**config.mk**
```make
export PLATFORM = sky130hd
export DESIGN_NAME = io_word_bridge_flat
export DESIGN_NICKNAME = d
export VERILOG_FILES = /design/src/rtl/io_pkg.sv /design/src/rtl/io_word_bridge_if.sv /design/src/rtl/io_tx_fifo.sv /design/src/rtl/io_word_bridge.sv /design/src/flat_wrapper.sv
export SDC_FILE = /design/constraint.sdc
export NUM_CORES = 1
export LEC_CHECK = 0
export BUFFER_PORTS_ARGS = -buffer_cell sky130_fd_sc_hd__buf_2
export CORE_ASPECT_RATIO = 0.5
export CORE_UTILIZATION = 36
export CTS_CLUSTER_DIAMETER = 80
export DETAILED_ROUTE_END_ITERATION = 6
export MAX_ROUTING_LAYER = met4
export PLACE_DENSITY = 0.63
export SLEW_MARGIN = 20
export SYNTH_ARGS = -nofsm -noshare
export SYNTH_HDL_FRONTEND = slang
export SYNTH_SLANG_ARGS = --single-unit
export TNS_END_PERCENT = 5
```
**constraint.sdc**
```tcl
create_clock -name CLK -period 3.25 [get_ports CLK]
set_input_delay 0.65 -clock CLK [delete_from_list [all_inputs] [get_ports CLK]]
set_output_delay 0.65 -clock CLK [all_outputs]
set_load 0.01 [all_outputs]
```
**src/rtl/io_pkg.sv**
```systemverilog
// Shared FSM encoding and byte-lane mapping for the UART word bridge.
package io_pkg;

    typedef enum logic [2:0] {
        S_IDLE     = 3'd0,
        S_TX_ISSUE = 3'd1,
        S_TX_WAIT  = 3'd2,
        S_RX_ISSUE = 3'd3,
        S_RX_WAIT  = 3'd4,
        S_RX_DONE  = 3'd5
    } state_t;

    // LSB position of byte idx within a 32-bit word; byte mode always uses [7:0].
    function automatic logic [4:0] lane_lsb(input logic [1:0] idx,
                                            input logic       word,
                                            input logic       big_endian);
        if (!word)
            return 5'd0;
        return big_endian ? (5'd24 - {idx, 3'b000}) : {idx, 3'b000};
    endfunction

endpackage

```
**src/rtl/io_word_bridge_if.sv**
```systemverilog
// CPU-side and byte-buffer-side signals of the word bridge.
interface io_word_bridge_if;

    logic        cpu_rd_req;
    logic        cpu_rd_word;
    logic        cpu_rd_busy;
    logic        cpu_rd_valid;
    logic [31:0] cpu_rd_data;
    logic        cpu_wr_req;
    logic        cpu_wr_word;
    logic [31:0] cpu_wr_data;
    logic        cpu_wr_ready;
    logic        io_read_req;
    logic        io_write_req;
    logic [7:0]  io_dout;
    logic        io_ready;
    logic        io_done;
    logic [7:0]  io_din;

    // master: the environment (CPU + byte buffer); slave: the bridge itself
    modport master (
        output cpu_rd_req, cpu_rd_word, cpu_wr_req, cpu_wr_word, cpu_wr_data,
               io_ready, io_done, io_din,
        input  cpu_rd_busy, cpu_rd_valid, cpu_rd_data, cpu_wr_ready,
               io_read_req, io_write_req, io_dout
    );

    modport slave (
        input  cpu_rd_req, cpu_rd_word, cpu_wr_req, cpu_wr_word, cpu_wr_data,
               io_ready, io_done, io_din,
        output cpu_rd_busy, cpu_rd_valid, cpu_rd_data, cpu_wr_ready,
               io_read_req, io_write_req, io_dout
    );

endinterface

```
**src/rtl/io_tx_fifo.sv**
```systemverilog
// TX byte FIFO: 1- or 4-byte push, 1-byte pop; head is visible combinationally (0-cycle read).
// No internal overflow guard: the caller pushes only while free space allows it.
module io_tx_fifo #(
    parameter  int DEPTH = 16,
    localparam int PW    = $clog2(DEPTH),
    localparam int CW    = PW + 1
) (
    input  logic            CLK,
    input  logic            RST,
    input  logic            push,
    input  logic            push_word,
    input  logic [3:0][7:0] push_dat,
    input  logic            pop,
    output logic [7:0]      head_dat,
    output logic [CW-1:0]   count,
    output logic [CW-1:0]   free
);

    logic [7:0]    mem [DEPTH];
    logic [PW-1:0] wr_ptr;
    logic [PW-1:0] rd_ptr;
    logic [CW-1:0] push_n;
    logic          do_pop;

    assign push_n   = !push ? '0 : (push_word ? CW'(4) : CW'(1));
    assign do_pop   = pop && (count != '0);
    assign head_dat = mem[rd_ptr];
    assign free     = CW'(DEPTH) - count;

    always_ff @(posedge CLK) begin
        if (push) begin
            mem[wr_ptr] <= push_dat[0];
            for (int k = 1; k < 4; k++)
                if (push_word)
                    mem[wr_ptr + PW'(k)] <= push_dat[k];
        end
    end

    always_ff @(posedge CLK) begin
        if (RST) begin
            wr_ptr <= '0;
            rd_ptr <= '0;
            count  <= '0;
        end else begin
            wr_ptr <= wr_ptr + PW'(push_n);
            if (do_pop)
                rd_ptr <= rd_ptr + PW'(1);
            count <= count + push_n - CW'(do_pop);
        end
    end

endmodule

```
**src/rtl/io_word_bridge.sv**
```systemverilog
// Bridges CPU word/byte I/O to a one-byte-at-a-time UART buffer; writes queue in a TX FIFO, reads drain it first.
// cpu_rd_valid follows the final io_done by 2 cycles; cpu_wr_ready drops when fewer than 4 FIFO slots are free.
module io_word_bridge
    import io_pkg::*;
#(
    parameter int TX_DEPTH   = 16,
    parameter bit BIG_ENDIAN = 1'b1
) (
    input  logic CLK,
    input  logic RST,
    io_word_bridge_if.slave bus
);

    localparam int CW = $clog2(TX_DEPTH) + 1;

    state_t          state;
    state_t          state_nxt;
    logic [CW-1:0]   fifo_count;
    logic [CW-1:0]   fifo_free;
    logic [7:0]      fifo_head;
    logic            fifo_empty;
    logic            push;
    logic            pop;
    logic [3:0][7:0] push_dat;
    logic            rd_accept;
    logic            rd_word_q;
    logic [1:0]      byte_cnt;
    logic            last_byte;
    logic [31:0]     acc;

    assign bus.cpu_wr_ready = fifo_free >= CW'(4);
    assign push             = bus.cpu_wr_req && bus.cpu_wr_ready;
    assign rd_accept        = bus.cpu_rd_req && !bus.cpu_rd_busy;
    assign fifo_empty       = fifo_count == '0;
    assign last_byte        = byte_cnt == (rd_word_q ? 2'd3 : 2'd0);

    // push_dat[0] is the first byte onto the wire
    always_comb begin
        push_dat = '0;
        for (int k = 0; k < 4; k++)
            push_dat[k] = bus.cpu_wr_data[lane_lsb(2'(k), bus.cpu_wr_word, BIG_ENDIAN) +: 8];
    end

    io_tx_fifo #(.DEPTH(TX_DEPTH)) u_tx_fifo (
        .CLK       (CLK),
        .RST       (RST),
        .push      (push),
        .push_word (bus.cpu_wr_word),
        .push_dat  (push_dat),
        .pop       (pop),
        .head_dat  (fifo_head),
        .count     (fifo_count),
        .free      (fifo_free)
    );

    always_ff @(posedge CLK) begin
        if (RST)
            state <= S_IDLE;
        else
            state <= state_nxt;
    end

    // Requests are combinational on io_ready so each lasts exactly the issue cycle.
    always_comb begin
        state_nxt        = state;
        pop              = 1'b0;
        bus.io_write_req = 1'b0;
        bus.io_read_req  = 1'b0;
        bus.io_dout      = '0;
        case (state)
            S_IDLE: begin
                if (!fifo_empty)
                    state_nxt = S_TX_ISSUE;
                else if (bus.cpu_rd_busy)
                    state_nxt = S_RX_ISSUE;
            end
            S_TX_ISSUE: begin
                if (bus.io_ready) begin
                    bus.io_write_req = 1'b1;
                    bus.io_dout      = fifo_head;
                    pop              = 1'b1;
                    state_nxt        = S_TX_WAIT;
                end
            end
            S_TX_WAIT: begin
                if (bus.io_done)
                    state_nxt = S_IDLE;
            end
            S_RX_ISSUE: begin
                if (bus.io_ready) begin
                    bus.io_read_req = 1'b1;
                    state_nxt       = S_RX_WAIT;
                end
            end
            S_RX_WAIT: begin
                if (bus.io_done)
                    state_nxt = last_byte ? S_RX_DONE : S_RX_ISSUE;
            end
            S_RX_DONE: state_nxt = S_IDLE;
            default:   state_nxt = S_IDLE;
        endcase
    end

    always_ff @(posedge CLK) begin
        if (RST) begin
            rd_word_q        <= 1'b0;
            byte_cnt         <= 2'd0;
            acc              <= '0;
            bus.cpu_rd_busy  <= 1'b0;
            bus.cpu_rd_valid <= 1'b0;
            bus.cpu_rd_data  <= '0;
        end else begin
            bus.cpu_rd_valid <= 1'b0;
            if (rd_accept) begin
                bus.cpu_rd_busy <= 1'b1;
                rd_word_q       <= bus.cpu_rd_word;
                acc             <= '0;
            end
            if (state == S_RX_WAIT && bus.io_done) begin
                acc[lane_lsb(byte_cnt, rd_word_q, BIG_ENDIAN) +: 8] <= bus.io_din;
                byte_cnt <= byte_cnt + 2'd1;
            end
            if (state == S_RX_DONE) begin
                bus.cpu_rd_data  <= acc;
                bus.cpu_rd_valid <= 1'b1;
                bus.cpu_rd_busy  <= 1'b0;
                byte_cnt         <= 2'd0;
            end
        end
    end

endmodule

```
**src/flat_wrapper.sv**
```systemverilog
// flat-port wrapper written by rule: the top's interface ports become plain ports
module io_word_bridge_flat import io_pkg::*;
#(
    parameter int TX_DEPTH   = 16,
    parameter bit BIG_ENDIAN = 1'b1
)
  (CLK, RST, bus_cpu_rd_req, bus_cpu_rd_word, bus_cpu_wr_req, bus_cpu_wr_word, bus_cpu_wr_data, bus_io_ready, bus_io_done, bus_io_din, bus_cpu_rd_busy, bus_cpu_rd_valid, bus_cpu_rd_data, bus_cpu_wr_ready, bus_io_read_req, bus_io_write_req, bus_io_dout);
  io_word_bridge_if bus_i ();
  input  logic CLK;
  input  logic RST;
  input wire logic [$bits(bus_i.cpu_rd_req)-1:0] bus_cpu_rd_req;
  input wire logic [$bits(bus_i.cpu_rd_word)-1:0] bus_cpu_rd_word;
  input wire logic [$bits(bus_i.cpu_wr_req)-1:0] bus_cpu_wr_req;
  input wire logic [$bits(bus_i.cpu_wr_word)-1:0] bus_cpu_wr_word;
  input wire logic [$bits(bus_i.cpu_wr_data)-1:0] bus_cpu_wr_data;
  input wire logic [$bits(bus_i.io_ready)-1:0] bus_io_ready;
  input wire logic [$bits(bus_i.io_done)-1:0] bus_io_done;
  input wire logic [$bits(bus_i.io_din)-1:0] bus_io_din;
  output wire logic [$bits(bus_i.cpu_rd_busy)-1:0] bus_cpu_rd_busy;
  output wire logic [$bits(bus_i.cpu_rd_valid)-1:0] bus_cpu_rd_valid;
  output wire logic [$bits(bus_i.cpu_rd_data)-1:0] bus_cpu_rd_data;
  output wire logic [$bits(bus_i.cpu_wr_ready)-1:0] bus_cpu_wr_ready;
  output wire logic [$bits(bus_i.io_read_req)-1:0] bus_io_read_req;
  output wire logic [$bits(bus_i.io_write_req)-1:0] bus_io_write_req;
  output wire logic [$bits(bus_i.io_dout)-1:0] bus_io_dout;
  assign bus_i.cpu_rd_req = bus_cpu_rd_req;
  assign bus_i.cpu_rd_word = bus_cpu_rd_word;
  assign bus_i.cpu_wr_req = bus_cpu_wr_req;
  assign bus_i.cpu_wr_word = bus_cpu_wr_word;
  assign bus_i.cpu_wr_data = bus_cpu_wr_data;
  assign bus_i.io_ready = bus_io_ready;
  assign bus_i.io_done = bus_io_done;
  assign bus_i.io_din = bus_io_din;
  assign bus_cpu_rd_busy = bus_i.cpu_rd_busy;
  assign bus_cpu_rd_valid = bus_i.cpu_rd_valid;
  assign bus_cpu_rd_data = bus_i.cpu_rd_data;
  assign bus_cpu_wr_ready = bus_i.cpu_wr_ready;
  assign bus_io_read_req = bus_i.io_read_req;
  assign bus_io_write_req = bus_i.io_write_req;
  assign bus_io_dout = bus_i.io_dout;
  io_word_bridge #(.TX_DEPTH(TX_DEPTH), .BIG_ENDIAN(BIG_ENDIAN)) u_core (.CLK(CLK), .RST(RST), .bus(bus_i));
endmodule
```
======== Word level (Yosys, flattened, before mapping) ========
Memory sizes are Yosys's and may differ from the RTL's. A register that Yosys moved wholly into a read port is not among the register bits.
Cells that the tools add are included.
Widths: inputs -> output; s select.
operators by class
  $add $sub $neg .......................... 11
  order comparisons ....................... 1
  eq/ne operators ......................... 11
  shift-type cells ........................ 5
  muxes and demuxes ....................... 38
  reductions and logical operators ........ 10
operator list
  kind                    count
  $mux 32                 3
  $shiftx 32x6->8         2
  $bwmux 32               1
  $shift 8x7->32 const A  1
  $shiftx 32x5->8         1
  $shiftx 8x7->32         1
  $mux 5                  6
  $mux 3                  9
  $mux 8                  2
  $pmux 3 s5              1
  $mux 1                  12
  $mux 4                  3
  $sub 5x5->5 const A     2
  $add 4x1->4 const B     2
  $add 4x2->4 const B     2
  $ne 2x2->1 const B      4
  $neg 5->7               1
  $eq 3x2->1 const B      2
  $eq 3x3->1 const B      2
  $add 5x3->5             1
  $ge 5x3->1 const B      1
  $logic_not 5->1         1
  $reduce_and 5->1        1
  $reduce_bool 5->1       1
  other kinds (11)        14
word-level totals
  register bits ........................... 85
  RAM bits ................................ 128
  input bits .............................. 48
  output and inout port bits .............. 45
  word-level logic and storage cells ...... 87
  memories kept ........................... 1
memories
  memory                words  bits a word  read ports  clocked after memory_dff  wr ports  line              text
  u_core.u_tx_fifo.mem  16     8            1           1                         4         io_tx_fifo.sv:19  logic [7:0] mem [DEPTH];

======== Longest topological paths before layout ========
  depth after elaboration ................. 11
  mapped depth ............................ 15
  gate-level depth less buffers ........... 14

======== Cells and area by module ========
A second synthesis with hierarchy kept.
second synthesis, totals
  cells, all modules ...................... 1357
  area, all modules ....................... 13412.9 um2
modules (own cells, without submodules)
  module          times used  cells an instance  area each (um2)  seq. area each (um2)
  io_tx_fifo      1           1002               10385.0          4184.0
  io_word_bridge  1           355                3027.9           1441.4

======== Worst setup path before layout ========
Ideal clock, no wire load.
  path type ............................... input port to flip-flop
  start point ............................. input bus_cpu_wr_word
  end point ............................... register u_core.u_tx_fifo.count[4]
  setup time .............................. 128 ps
  data arrival time ....................... 3023 ps
  data required time ...................... 3122 ps
  slack ................................... 99 ps
  stages .................................. 15
  path buffers ............................ 4
  cells stage by stage .................... buf_2 > buf_2 > buf_1 > buf_2 > or3_1 > ha_1 > inv_1 > ha_1 > inv_1 > fa_1 > inv_1 > a21o_1 > a21oi_1 > xnor2_1 > nor2_1
on the way
  cells in the longest elaborated chain, start to end .. 4
ends and longest elaborated chain
  element               line                text
  start, declared       flat_wrapper.sv:14  input wire logic [$bits(bus_i.cpu_wr_word)-1:0] bus_cpu_wr_word;
  $mux 3 (2 in series)  io_tx_fifo.sv:25    assign push_n = !push ? '0 : (push_word ? CW'(4) : CW'(1));
  $add 5x3->5           io_tx_fifo.sv:48    count <= count + push_n - CW'(do_pop);
  $sub 5x1->5           io_tx_fifo.sv:48
  end signal, assigned  io_tx_fifo.sv:48
  end, declared         io_tx_fifo.sv:15    output logic [CW-1:0] count,
Every way passes these cells.
A chain may end at the register's enable or synchronous reset.

==> results by stage <==
Pwr:
- In this run switching power makes up 38.6% of total power.
- Of the total power, the clock network draws 28.1%.
- The portion of total power attributed to combinational logic is 37.9%.
- Internal power comes to 6.29 mW.
- Power spread over the standard cell area amounts to 627 nW/um^2.
- The fraction of power consumed by sequential logic is around 34%.
- The peak ir drop on the vdd network is 322 uV.
- In this run the static leakage power is 6.11 nW.
- The switching power is 3.95 mW.

Synthesis:
- Yosys printed 0 warnings.
- For this run, the leading register cell type out of synthesis is sky130_fd_sc_hd__edfxtp_1.
- The synthesized design spends more area on one cell type than any other, namely sky130_fd_sc_hd__edfxtp_1.
- The number of synthesized flops with an enable pin is 128.
- Synthesis instantiated 84 different standard cells from the library.
- The most instantiated library cell after synthesis is sky130_fd_sc_hd__nor2_1.
- The cell area after synthesis is 14000 um^2.
- The top cell type by area accounts for 27.4% of the synthesized area.
- By area the synthesized netlist is led by sky130_fd_sc_hd__edfxtp_1 27%, sky130_fd_sc_hd__dfxtp_1 13%, sky130_fd_sc_hd__mux4_2 5.1%.
- The post-synthesis net count is 1567.
- In the synthesized netlist, the number of instances is 1497.
- The fraction of synthesis flops using an asynchronous set or reset pin is 0%.
- In this run, synthesis produced a sequential element count of 217.
- After synthesis, the mean cell area works out to 9.36 um^2.
- The sequential fraction of the synthesis area is 40.1%.
- The commonest cells after synthesis are 173 x sky130_fd_sc_hd__nor2_1, 128 x sky130_fd_sc_hd__edfxtp_1, 121 x sky130_fd_sc_hd__a21oi_1.

Clock tree:
- The number of gates resized after CTS was 1.
- The clock insertion delay at the later pin of the skew report is 0.57 ns.
- The maximum number of buffers from clock root to sink is 3.
- The buffer type at the clock tree root is sky130_fd_sc_hd__clkbuf_16.
- The post-CTS clock slew at the launch and capture registers of the worst setup and hold paths is around 0.070 ns.
- The clock sink count is 217.
- The clock tree from TritonCTS is done.
- The number of hold buffers added after CTS is 0.
- After clock tree synthesis, the setup repair step added 0 buffers.
- The number of clock buffers inserted by TritonCTS is 23.
- In this run the number of H-tree levels came out at 1.

Critical path:
- Of all nets on the critical path, the largest fanout is 14.
- On the critical path, the stage with the largest delay is an instance of sky130_fd_sc_hd__mux4_2.
- The cell repeated most along the worst path is sky130_fd_sc_hd__buf_12.
- The critical path data required time is ~2.6 ns.
- The critical path in this run is classified as flip-flop to output port.
- The critical path goes through buf_12, buf_12, mux4_2, mux2i_1, a211oi_1, buf_2.
- The kind of cell adding the most delay to the critical path is multiplexers.
- The data arrival time of the critical path is 2.49 ns.
- The number of buffer and inverter instances along the worst setup path is 3.
- The startpoint type of the worst setup path is a flip-flop.
- The largest stage delay on the critical path is 0.60 ns.
- The kind of capture point of the worst setup path is an output port.

Detailed routing:
- The routed layout has ~13000 vias.
- The wire length reported by the detailed router is 58200 um.
- The first routing iteration left between 1500 and 2000 violations.
- For this run, the detailed router's first-pass iteration total came to 6.
- The number of remaining DRC errors is 0.
- The detailed-route vias per instance is 6.22.
- In the final routed layout, each cell accounts on average for 27.1 um.
- Once detail routing completed, the nets flagged for antenna violations numbered 0.

Timing:
- The share of the clock period used by the worst path after layout is 96.8%.
- The final count of hold timing violations was 0.
- The final sum of negative setup slack is 0 ns.
- Setup violations remaining at the end of the flow were counted as 0.
- Setup repair after global routing could not meet its margin everywhere.
- The slew of the pin with the lowest slew margin is 0.889 ns.
- The max-slew violation total from the final report is 0.
- Across the routed clock network, the largest skew measured is 0.0215 ns.
- The worst hold slack across all endpoints is 0.331 ns.
- Static timing analysis puts the maximum clock frequency at 318 MHz.
- The worst slew slack as a fraction of its limit is 40.7%.
- The worst path in the final design needs a cycle of about 3.1 ns, including I/O delays and setup.

Global routing:
- In this run the most used layer during global routing was met2.
- Global routing consumed, on the met1 layer, 40.2% of the routing resources.
- The number of antenna violations at the first check in global routing came to 0.
- The first global-routing pass estimated 84200 um of wire.
- The met3 capacity usage during global routing is 7.76%.
- The number of global-route vias before repair is ~12000.
- In the global route stage, met2 resource usage came out at a little over two fifths.
- After global routing the overflow that remains totals 0.
- Entering global routing, the biggest net connects 51 pins.
- The global-route total usage across every layer is 29.8%.

Floorplan:
- The die covers 39800 um^2.
- The initial standard-cell utilization of the core is 37.0%.
- The die width is around 280 um.
- Measured along the y axis, the die boundary spans about 140 um.
- 93 I/O pins were placed.
- The area of the core region is around 38000 um^2.
- The count of standard-cell rows is 50.

Cells and area:
- The number of antenna repair diodes is 0.
- The net count of the finished layout is 1678.
- The post-layout instance area is 16300 um^2.
- The layout overhead on the synthesized area is 16.5%.
- The proportion of layout cells with a drive suffix above 1 is 21.5%.
- The final standard cell utilization of the core is 43.1%.

Placement:
- The half-perimeter wire length after detailed placement is 41300 um.
- The post-place instance area is 15500 um^2.
- The count of input and output buffers is 92.
- The global placer's final weighted congestion is 1.02.

Hold path:
- The worst hold path belongs to the class input pin to flip-flop.

Job:
- The number of max-capacitance violations reported is 0.

Run status:
- The flow ran to the end, and the final reports show no timing, DRC or antenna violations.
==> layout by cell type, fill, tap and decap left out, types with 8 or more instances in the layout <==
cell type,instances
sky130_fd_sc_hd__o211ai_1,10
sky130_fd_sc_hd__mux2i_1,29
sky130_fd_sc_hd__o21a_1,16
sky130_fd_sc_hd__and3_1,10
sky130_fd_sc_hd__a31oi_1,9
sky130_fd_sc_hd__nor2b_1,28
sky130_fd_sc_hd__inv_1,24
sky130_fd_sc_hd__mux4_2,32
sky130_fd_sc_hd__o22a_1,59
sky130_fd_sc_hd__nor3_1,33
sky130_fd_sc_hd__nand4_1,10
sky130_fd_sc_hd__o22ai_1,19
sky130_fd_sc_hd__a21oi_1,121
sky130_fd_sc_hd__o21ai_0,101
sky130_fd_sc_hd__buf_2,92
sky130_fd_sc_hd__a22o_1,40
sky130_fd_sc_hd__nor2_1,173
sky130_fd_sc_hd__ha_1,21
sky130_fd_sc_hd__a22oi_1,38
sky130_fd_sc_hd__a211oi_1,65
sky130_fd_sc_hd__nand3_1,44
sky130_fd_sc_hd__clkbuf_16,24
sky130_fd_sc_hd__dfxtp_1,87
sky130_fd_sc_hd__nand2b_1,16
sky130_fd_sc_hd__buf_4,126
sky130_fd_sc_hd__nor3_2,9
sky130_fd_sc_hd__nand2_1,102
sky130_fd_sc_hd__o221ai_1,8
sky130_fd_sc_hd__edfxtp_1,128
sky130_fd_sc_hd__a21o_1,11
==> routing by layer <==
metal / part of all wire, % / wire [um] / vias to the layer above
met4: 3.9 / 2270 / 0
li1: - / - / 5914
met2: 42 / 24400 / 842
met5: 0 / 0 / -
met3: 12 / 6830 / 164
met1: 42 / 24700 / 6425
==> power by group through the flow <==
stage	logic (mW)	clock network, mW	registers [mW]
final	3.88	2.88	3.48
after global routing	4.07	3.04	3.51
after CTS	3.74	2.90	3.48
after detailed placement	3.72	0	3.54
after global placement	3.73	0	3.54
after floorplan	2.51	0	3.42
==> stage by stage <==
stage          cells  setup slack [ns]  power (mW)
6_report        2145             0.105        10.2
5_1_grt         2145           -0.0582        10.6
4_1_cts         2145            0.0497        10.1
3_5_place_dp    2103             0.183        7.26
3_3_place_gp    2103             0.237        7.27
2_1_floorplan   1497            0.0995        5.92
==> flip-flops by register name (all words and copies together) (netlist names), named ones only <==
| signal | count |
|---|---|
| u_core.bus.cpu_rd_valid | 1 |
| u_core.acc | 32 |
| u_core.bus.cpu_rd_data | 32 |
| u_core.rd_word_q | 1 |
| u_core.state | 3 |
| u_core.u_tx_fifo.count | 5 |
| u_core.u_tx_fifo.wr_ptr | 4 |
| u_core.u_tx_fifo.rd_ptr | 4 |
| u_core.bus.cpu_rd_busy | 1 |
| u_core.u_tx_fifo.mem | 128 |
| u_core.byte_cnt | 2 |
==> logic make-up (layout without fill, tap and decap cells) <==
group,count (synthesis),count (layout),share of synthesized area (%)
AOI/OAI and AO/OA,539,539,26.4
xor gates and xnor gates,17,17,1.38
adders and majority gates,22,22,2.02
buffers and inverters,160,288,5.28
DFF,217,217,40.1
muxes,67,67,7.70
and+or+nand+nor,475,475,17.1
==> worst paths after layout <==
path | depth (start not counted) | slack, ns | from | to
setup reg to reg | 10 | 0.11 | u_core.u_tx_fifo.count[1] | u_core.u_tx_fifo.mem[2][0]
hold reg to reg | 1 | 0.47 | u_core.acc[24] | u_core.bus.cpu_rd_data[24]
setup / recovery | 6 | 0.11 | flip-flop | bus_io_dout[7]
hold / removal | 2 | 0.33 | bus_cpu_rd_req | u_core.bus.cpu_rd_busy
==> layout make-up <==
cell class | count | area, um^2
Multi-Input combinational cell | 1120 | 7680
Tap cell | 520 | 651
Inverter | 25 | 98.8
Clock buffer | 26 | 612
Timing Repair Buffer | 221 | 1470
Sequential cell | 217 | 5630
Clock inverter | 16 | 191
Fill cell | 3679 | 21500
==> worst reg2reg max path, cell delays in order, from the launching register on <==
cell	delay, ns
sky130_fd_sc_hd__dfxtp_1	0.51
sky130_fd_sc_hd__nor4_4	0.09
sky130_fd_sc_hd__ha_1	0.30
sky130_fd_sc_hd__o21a_4	0.13
sky130_fd_sc_hd__buf_4	0.31
sky130_fd_sc_hd__inv_6	0.15
sky130_fd_sc_hd__nand2_2	0.28
sky130_fd_sc_hd__nor2_1	0.13
sky130_fd_sc_hd__buf_4	0.17
sky130_fd_sc_hd__a21oi_1	0.30
sky130_fd_sc_hd__nand3_1	0.38
Power figures use the tool's default switching activity.
